--- config.mk ---
export PLATFORM = sky130hd
export DESIGN_NAME = simodense_wb_bridge
export DESIGN_NICKNAME = d
export VERILOG_FILES = /design/src/rtl/simodense_wb_bridge.sv
export SDC_FILE = /design/constraint.sdc
export NUM_CORES = 1
export LEC_CHECK = 0
export ABC_AREA = 1
export CELL_PAD_IN_SITES_DETAIL_PLACEMENT = 1
export CELL_PAD_IN_SITES_GLOBAL_PLACEMENT = 2
export CORE_MARGIN = 2
export CORE_UTILIZATION = 26
export DETAILED_ROUTE_END_ITERATION = 8
export GPL_TIMING_DRIVEN = 0
export PLACE_DENSITY = 0.88
export SETUP_SLACK_MARGIN = 0.2
export SYNTH_ARGS = -nofsm -noshare
export SYNTH_HDL_FRONTEND = slang
export SYNTH_SLANG_ARGS = --single-unit
--- constraint.sdc ---
create_clock -name sys_clk -period 2.34 [get_ports sys_clk]
set_clock_uncertainty 0.15 [all_clocks]
set_input_delay 0.468 -clock sys_clk [delete_from_list [all_inputs] [get_ports sys_clk]]
set_output_delay 0.468 -clock sys_clk [all_outputs]
set_load 0.02 [all_outputs]
--- src/rtl/simodense_wb_bridge.sv ---
// Bridges the Simodense block-burst data port to a single-beat Wishbone-style core bus.
// Splits cache-block writes into words and reassembles read words into subblocks.
module simodense_wb_bridge #(
   parameter int unsigned SUBBLOCKS = 4,
   parameter int unsigned SUB_W     = 64,
   parameter int unsigned TIMEOUT   = 1024
) (
   input  logic                         sys_clk,
   input  logic                         rst_n,
   input  logic [31:0]                  addrD,
   input  logic                         enD,
   input  logic                         weD,
   input  logic [SUB_W-1:0]             doutD,
   input  logic [$clog2(SUBBLOCKS)-1:0] doutDstrobe,
   output logic [SUB_W-1:0]             dinD,
   output logic [$clog2(SUBBLOCKS)-1:0] dinDstrobe,
   output logic                         accR,
   output logic                         accW,
   output logic                         readyD,
   output logic                         core_cyc,
   output logic                         core_stb,
   output logic                         core_we,
   output logic [3:0]                   core_wstrb,
   output logic [31:0]                  core_addr,
   output logic [31:0]                  core_data_out,
   input  logic [31:0]                  core_data_in,
   input  logic                         core_ack,
   output logic                         err
);

   localparam int unsigned W   = SUB_W / 32;
   localparam int unsigned N   = SUBBLOCKS * W;
   localparam int unsigned BW  = $clog2(N);
   localparam int unsigned IW  = $clog2(SUBBLOCKS);
   localparam int unsigned TW  = $clog2(TIMEOUT);
   localparam int unsigned OFS = $clog2(N * 4);
   localparam logic [31:0] BASE_MASK = ~((32'd1 << OFS) - 32'd1);

   typedef enum logic [2:0] {StIdle, StLoad, StReq, StGap, StDlvr} state_e;

   state_e           state_q, state_d;
   logic [31:0]      base_q, base_d;
   logic             we_q, we_d;
   logic [BW-1:0]    b_q, b_d;
   logic [TW-1:0]    wdog_q, wdog_d;
   logic [SUB_W-1:0] wbuf_q, wbuf_d;
   logic [SUB_W-1:0] rbuf_q, rbuf_d;
   logic [SUB_W-1:0] din_q, din_d;
   logic [IW-1:0]    dstb_q, dstb_d;
   logic             err_q, err_d;

   logic [BW-1:0] word_idx;
   logic [IW-1:0] sub_idx;
   logic          last_word, last_beat;

   assign word_idx  = b_q % BW'(W);
   assign sub_idx   = IW'(b_q / BW'(W));
   assign last_word = (word_idx == BW'(W - 1));
   assign last_beat = (b_q == BW'(N - 1));

   always_ff @(posedge sys_clk) begin
      if (!rst_n) begin
         state_q <= StIdle;
         base_q  <= '0;
         we_q    <= 1'b0;
         b_q     <= '0;
         wdog_q  <= '0;
         wbuf_q  <= '0;
         rbuf_q  <= '0;
         din_q   <= '0;
         dstb_q  <= '0;
         err_q   <= 1'b0;
      end else begin
         state_q <= state_d;
         base_q  <= base_d;
         we_q    <= we_d;
         b_q     <= b_d;
         wdog_q  <= wdog_d;
         wbuf_q  <= wbuf_d;
         rbuf_q  <= rbuf_d;
         din_q   <= din_d;
         dstb_q  <= dstb_d;
         err_q   <= err_d;
      end
   end

   always_comb begin
      state_d = state_q;
      base_d  = base_q;
      we_d    = we_q;
      b_d     = b_q;
      wdog_d  = '0;
      wbuf_d  = wbuf_q;
      rbuf_d  = rbuf_q;
      din_d   = din_q;
      dstb_d  = dstb_q;
      err_d   = err_q;
      unique case (state_q)
         StIdle: begin
            if (enD) begin
               base_d  = addrD & BASE_MASK;
               we_d    = weD;
               b_d     = '0;
               state_d = weD ? StLoad : StReq;
            end
         end
         StLoad: begin
            wbuf_d = doutD;
            if (doutDstrobe != sub_idx) err_d = 1'b1;
            state_d = StReq;
         end
         StReq: begin
            // An expired watchdog completes the beat as if acked with zero data.
            if (core_ack) begin
               if (!we_q) rbuf_d[32*word_idx +: 32] = core_data_in;
               state_d = StGap;
            end else if (wdog_q == TW'(TIMEOUT - 1)) begin
               if (!we_q) rbuf_d[32*word_idx +: 32] = 32'h0;
               err_d   = 1'b1;
               state_d = StGap;
            end else begin
               wdog_d = wdog_q + TW'(1);
            end
         end
         StGap: begin
            if (!we_q && last_word) begin
               din_d   = rbuf_q;
               dstb_d  = sub_idx;
               state_d = StDlvr;
            end else if (last_beat) begin
               state_d = StIdle;
            end else begin
               b_d     = b_q + BW'(1);
               state_d = (we_q && last_word) ? StLoad : StReq;
            end
         end
         StDlvr: begin
            if (last_beat) begin
               state_d = StIdle;
            end else begin
               b_d     = b_q + BW'(1);
               state_d = StReq;
            end
         end
         default: state_d = StIdle;
      endcase
   end

   assign readyD        = (state_q == StIdle);
   assign accW          = (state_q == StLoad);
   assign accR          = (state_q == StDlvr);
   assign core_cyc      = (state_q == StReq);
   assign core_stb      = (state_q == StReq);
   assign core_we       = (state_q == StReq) && we_q;
   assign core_wstrb    = (state_q == StReq) ? 4'hF : 4'h0;
   assign core_addr     = base_q + 32'({b_q, 2'b00});
   assign core_data_out = wbuf_q[32*word_idx +: 32];
   assign dinD          = din_q;
   assign dinDstrobe    = dstb_q;
   assign err           = err_q;

endmodule
==> qor.txt, run 1 <==
Met1 wire length = 16000 um
Post-synth EDFFs = 0
Worst Tran Pin Value = 0.685 ns
Reg2reg end = rbuf_q[48]
Max Slew Vio Count = 0
Fin crit share = 97.4%
Vias in the first global route = 10700
Antenna-violating nets left = 0
Async SR Flop Fraction = 0%
FF-to-FF path depth = 10
Global Route Usage Sum = 19.2%
Drt wl/cell = 17.3 um
DR vias = 10100
Starting Density = 26.3%
Inst Count DP = 2160
Pre-CTS WS = -0.834 ns
Worst hold slack = 0.305 ns
CTS Buf Count = 28
Final TNS setup = 0 ns
Gate count of the mapped netlist = 1382
Nets = 1845
Crit. End Element = output port
Hold violation total from the final report = 0
DRC violations left = 0
Port Buffers = 266
Max_slew headroom = 54.3%
Combinational fraction of design power = 21.1%
R2R setup slack = 0.38 ns
Seq/Total Area, Yosys = 48.5%
Num ports = 276
Max Cap Violations = 0
Root buf cell = clkbuf_16
Critical path's slowest cell = dfxtp_2
Die Y-Extent = 199 um
Die Width = 199 um
Via density = 4.52
Clk_lat worst skew = 0.54 ns
Layout area overhead = 55.3%
Number of synthesis warnings = 0
Peak VDD IR = 571 uV
Largest cells by area after synthesis = dfxtp_1 (49%), nand2_1 (12%), nor2_1 (8.1%)
Clk pwr share = 39.3%
Clock tree sinks = 239
CP max FO = 8
Total grt overflow = 0
Share of cells above drive strength 1 = 17.2%
Total wire length = 38700 um
Post-Syn Area = 0.00986 mm2
Antenna violations before repair = 3
Switching fraction of total power = 28.9%
Core box area = 0.0375 mm2
Total power = 11.5 mW
Hold depth = 2
HP Class = reg -> reg
Final worst setup slack = 0.0618 ns
Htree depth = 1
Leak Pwr = 7.34 nW
DRT iter0 DRCs = 377
First-pass GRT wire length = 58500 um
Hold EP = dinD[21]
Unique masters post-synth = 27
Die area = 0.0395 mm2
Worst Hold Launch = rbuf_q[21]
Dpl hpwl = 27900 um
Synth top area share = 48.5%
Synthesized area per cell = 7.14 um2
Largest net degree at the start of global routing = 14
Crit path cell chain = buf_6, clkinv_4, buf_12, clkbuf_16, nand2_4, nand2_4, buf_6
Cell-internal power = 8.16 mW
Critical path class = reg -> out
WL met3 = 2790 um
Flop pwr share = 39.6%
Most common cell after layout, fill and taps aside = dfxtp_1
Min Tclk post-route = 2.28 ns
Crit path launch type = register
Final Instance Count excl. Fillers = 2240
Reg-to-Reg Start = wdog_q[0]
Outcome = complete, no violations
CP max stage delay = 0.33 ns
Sw Pwr = 3.32 mW
Hold_buf cts = 0
DR WL met2 = 19100 um
Ys flop type = dfxtp_1
DR pass1 iterations = 6
Top routing layer used = met5
Required @ worst endpoint = 1.72 ns
Final setup vio count = 0
Clock-pin slew on the worst setup and hold paths = 0.06 ns
Synthesized flop and latch total = 239
CTS tree = built
WP data arrival = 1.66 ns
Fmax = 0.439 GHz
GP Congestion = 0.829
PD cells = 750 mW/mm2
RSZ-0062 raised after global routing = true
Commonest non-fill, non-tap cells in the layout = dfxtp_1 (234), nand2_1 (217), nor2_1 (213)
FP Rows = 71
Post-synth top area cell = dfxtp_1
Max clock buf depth = 3
## metal layers
| metal | GRT usage (%) | vias to the layer above |
|---|---|---|
| met5 | 0 | - |
| met4 | 4.31 | 4 |
| met3 | 5.71 | 49 |
| met2 | 34.3 | 259 |
| met1 | 22.5 | 4821 |
| li1 | - | 5002 |
## synthesized netlist by cell type, types with 5 or more instances
library cell / number
a21oi_1: 99
buf_1: 12
buf_2: 29
buf_4: 18
buf_6: 6
clkbuf_1: 44
dfxtp_1: 239
inv_1: 143
nand2_1: 313
nand3_1: 36
nand4_1: 65
nor2_1: 214
o21ai_0: 99
o21ai_1: 33
xor2_1: 5
## worst max path at each step
| stage | startpoint | to | slack (ns) | cells after the start |
|---|---|---|---|---|
| final | b_q[0] | core_data_out[20] | 0.06 | 7 |
| after floorplan | b_q[0] | core_data_out[0] | 0.44 | 5 |
| after CTS | state_q[2] | core_stb | -0.001 | 7 |
| after global placement | b_q[0] | core_data_out[0] | -0.85 | 6 |
| after global routing | b_q[0] | core_data_out[23] | -0.005 | 7 |
| after detailed placement | b_q[0] | core_data_out[0] | -0.83 | 6 |
## worst max-delay path, delay by kind of cell (launching register included)
kind	cells	cell delay, ns
buffers and inverters	5	0.64
flip-flops	1	0.33
AND/OR/NAND/NOR	2	0.12
## state kept, by name, summed over array words and instances, names as in the netlist
name,count
dinD,64
rbuf_q,64
wbuf_q,64
base_q,27
wdog_q,10
b_q,3
state_q,3
dinDstrobe,2
err,1
we_q,1
## layout make-up
cell class | count | area, um2
Sequential cell | 239 | 4800
Buffer | 109 | 788
Timing Repair Buffer | 294 | 3010
Clock buffer | 43 | 828
Fill cell | 4587 | 22200
Clock inverter | 8 | 118
Antenna cell | 1 | 2.50
Tap cell | 511 | 639
Inverter | 147 | 559
Multi-Input combinational cell | 888 | 4570
## through the flow
stage	util [%]	instance area [um2]
2_1_floorplan	-	9870
3_3_place_gp	35.1	13200
3_5_place_dp	35.1	13200
4_1_cts	40.3	15100
5_1_grt	40.8	15300
6_report	40.9	15300
## power groups by stage
stage | clock network (mW) | registers, mW | logic (mW)
after floorplan | 0 | 4.59 | 1.14
after global placement | 0 | 4.55 | 2.06
after detailed placement | 0 | 4.56 | 2.10
after CTS | 4.64 | 4.53 | 2.39
after global routing | 4.79 | 4.58 | 2.65
final | 4.51 | 4.55 | 2.42
## kinds of logic (layout without fill, tap and decap cells)
family / Yosys count / after routing / synth area share [%]
adders and majority gates: 3 / 3 / 0.381
other: 1 / 3 / 0.0380
xor gates and xnor gates: 9 / 9 / 0.799
and+or+nand+nor: 643 / 643 / 27.3
AOI/OAI and AO/OA: 231 / 231 / 11.7
DFF: 239 / 239 / 48.5
buffers and inverters: 256 / 601 / 11.3
## timing repair
item / 4_1_cts / 5_1_grt
resized for setup: 523 / 61
pin swaps: 40 / 13
hold endpoints to repair: 0 / 0
setup buffers: 19 / 3
cloned: 6 / 0
setup endpoints to repair: 106 / 92
No activity file was read; power rests on OpenSTA's default activity.
==> run 2: changes to the inputs <==
- CORE_UTILIZATION: 26 -> 23
- PLACE_DENSITY: 0.88 -> 0.83
- clock period: 2.34 -> 2 ns (I/O delays scaled with it)
==> run 2 against run 1 <==
Compared with the run above: the flow now finishes with violations (negative setup slack); flip-flop and latch count is the same; die area is 13% higher; sequential power grew 16%; first-iteration DRC count rose by 9.5%; total power rose by 22%; routed wire length rose by 10%; utilization is 0.48 points lower; combinational power is 38% higher; setup slack got worse by 0.29 ns; final cell count grew 4.6%; clock-buffer cell count fell by 10; critical path type unchanged; critical endpoint is now core_data_out[30].
==> qor.txt, run 2 (synthesis results as in run 1) <==
Total grt overflow = 0
CP max FO = 7
Peak VDD IR = 546 uV
Root buf cell = clkbuf_16
DRC violations left = 0
FP Rows = 75
Min Tclk post-route = 2.23 ns
Clock-pin slew on the worst setup and hold paths = 0.06 ns
Flop pwr share = 37.8%
Commonest non-fill, non-tap cells in the layout = dfxtp_1 (231), nand2_1 (206), nor2_1 (205)
FF-to-FF path depth = 13
Clk pwr share = 38.3%
Worst Hold Launch = rst_n
Total wire length = 42600 um
Largest net degree at the start of global routing = 15
CP max stage delay = 0.34 ns
Max clock buf depth = 3
Combinational fraction of design power = 23.9%
Max Slew Vio Count = 0
Critical path's slowest cell = dfxtp_4
Final setup vio count = 40
GP Congestion = 0.826
Dpl hpwl = 28800 um
Worst hold slack = 0.251 ns
DRT iter0 DRCs = 413
Total power = 14.0 mW
Fin area = 0.0170 mm2
Placed cell area = 0.0132 mm2
Hold depth = 3
# fillers = 4961
CP startpoint = b_q[0]
Die Y-Extent = 211 um
Switching fraction of total power = 30.1%
First-pass GRT wire length = 60700 um
CTS tree = built
Port Buffers = 266
Fmax = 0.449 GHz
DR pass1 iterations = 5
Cell-internal power = 9.76 mW
Util after Layout = 40.4%
Share of cells above drive strength 1 = 33.6%
Die area = 0.0446 mm2
Leak Pwr = 7.20 nW
Required @ worst endpoint = 1.45 ns
N_diodes = 0
Most used cell, CP = clkbuf_16
Max Cap Violations = 0
Vias in the first global route = 10800
Htree depth = 1
Antenna violations before repair = 2
Critical path class = reg -> out
Fin crit share = 111%
Crit. End Element = output port
Via density = 4.54
RSZ-0062 raised after global routing = true
Max_slew headroom = 40.6%
Reg-to-Reg Start = state_q[2]
Hold violation total from the final report = 0
Antenna-violating nets left = 0
Hold_buf cts = 0
Clock tree sinks = 239
Starting Density = 23.4%
Core box area = 0.0421 mm2
Drt wl/cell = 18.2 um
PD cells = 821 mW/mm2
Nets = 1918
Die Width = 211 um
Final worst setup slack = -0.225 ns
Global Route Usage Sum = 17.6%
CTS Buf Count = 29
Crit path cell chain = buf_8, clkbuf_16, clkbuf_16, nand2_4, nand2_2, buf_6
DR vias = 10600
Most common cell after layout, fill and taps aside = dfxtp_1
HP Class = in -> reg
Outcome = finished, violations left
Layout area overhead = 72.5%
Final TNS setup = -7.22 ns
WP data arrival = 1.68 ns
Clk_lat worst skew = 0.57 ns
Num ports = 276
Worst Tran Pin Value = 0.891 ns
Crit path launch type = register
Failing checks = negative setup slack
Sw Pwr = 4.21 mW
[run 2: changes by cell type in the layout (fill, tap and decap cells not counted), sizes merged, moves of 5 or more]
| cell | before | now |
|---|---|---|
| clkinvlp | 1 | 6 |
| clkdlybuf4s15 | 0 | 53 |
| clkbuf | 91 | 125 |
| dlymetal6s2s | 24 | 0 |
| clkinv | 5 | 10 |
| clkdlybuf4s50 | 139 | 127 |
| dlygate4sd2 | 61 | 1 |
| buf | 131 | 202 |
[run 2: worst paths after layout]
kind / end / slack [ns]
worst max-delay path: core_data_out[30] / -0.23
worst min-delay path: base_q[31] / 0.25
worst max register to register: dinD[60] / 0
worst min register to register: err / 0.31
[run 2: per-layer routing]
metal | routed length, um | part of all wire (%) | GRT usage [%] | vias to the layer above
li1 | - | - | - | 5162
met1 | 18000 | 42 | 21.8 | 5119
met2 | 20500 | 48 | 30.0 | 289
met3 | 3150 | 7.4 | 5.31 | 59
met4 | 881 | 2.1 | 3.69 | 2
met5 | 10 | 0.023 | 0 | -
[run 2: worst max-delay path: cells and delay by family (launching register included)]
kind,cells,cell delay (ns)
buffers and inverters,4,0.61
DFF,1,0.34
and+or+nand+nor,2,0.12
[run 2: timing repair]
action	4_1_cts	5_1_grt
pin swaps	13	129
gates resized for setup	687	428
setup buffers	38	35
cloned	6	22
endpoints found under the setup margin	333	256
[run 2: stage by stage]
step                      cells  setup WS, ns
after floorplan            1383         0.225
after global routing       2342        -0.278
after CTS                  2285        -0.247
after global placement     2188        -0.948
after detailed placement   2188        -0.977
final                      2342        -0.225
[run 2: final cells by class]
type,instances,area [um2],share of cell area (%)
Multi-Input combinational cell,888,4970,29.2
Buffer,108,1100,6.44
Clock inverter,21,206,1.21
Inverter,147,572,3.36
Timing Repair Buffer,367,3940,23.1
Tap cell,539,674,3.96
Sequential cell,239,4810,28.3
Clock buffer,33,751,4.41
[run 2: power by group through the flow]
stage | Clock [mW] | Sequential, mW | Combinational [mW]
after detailed placement | 0 | 5.34 | 2.49
after global placement | 0 | 5.32 | 2.45
after CTS | 5.47 | 5.25 | 2.84
after floorplan | 0 | 5.37 | 1.33
final | 5.35 | 5.28 | 3.34
after global routing | 5.70 | 5.31 | 3.63
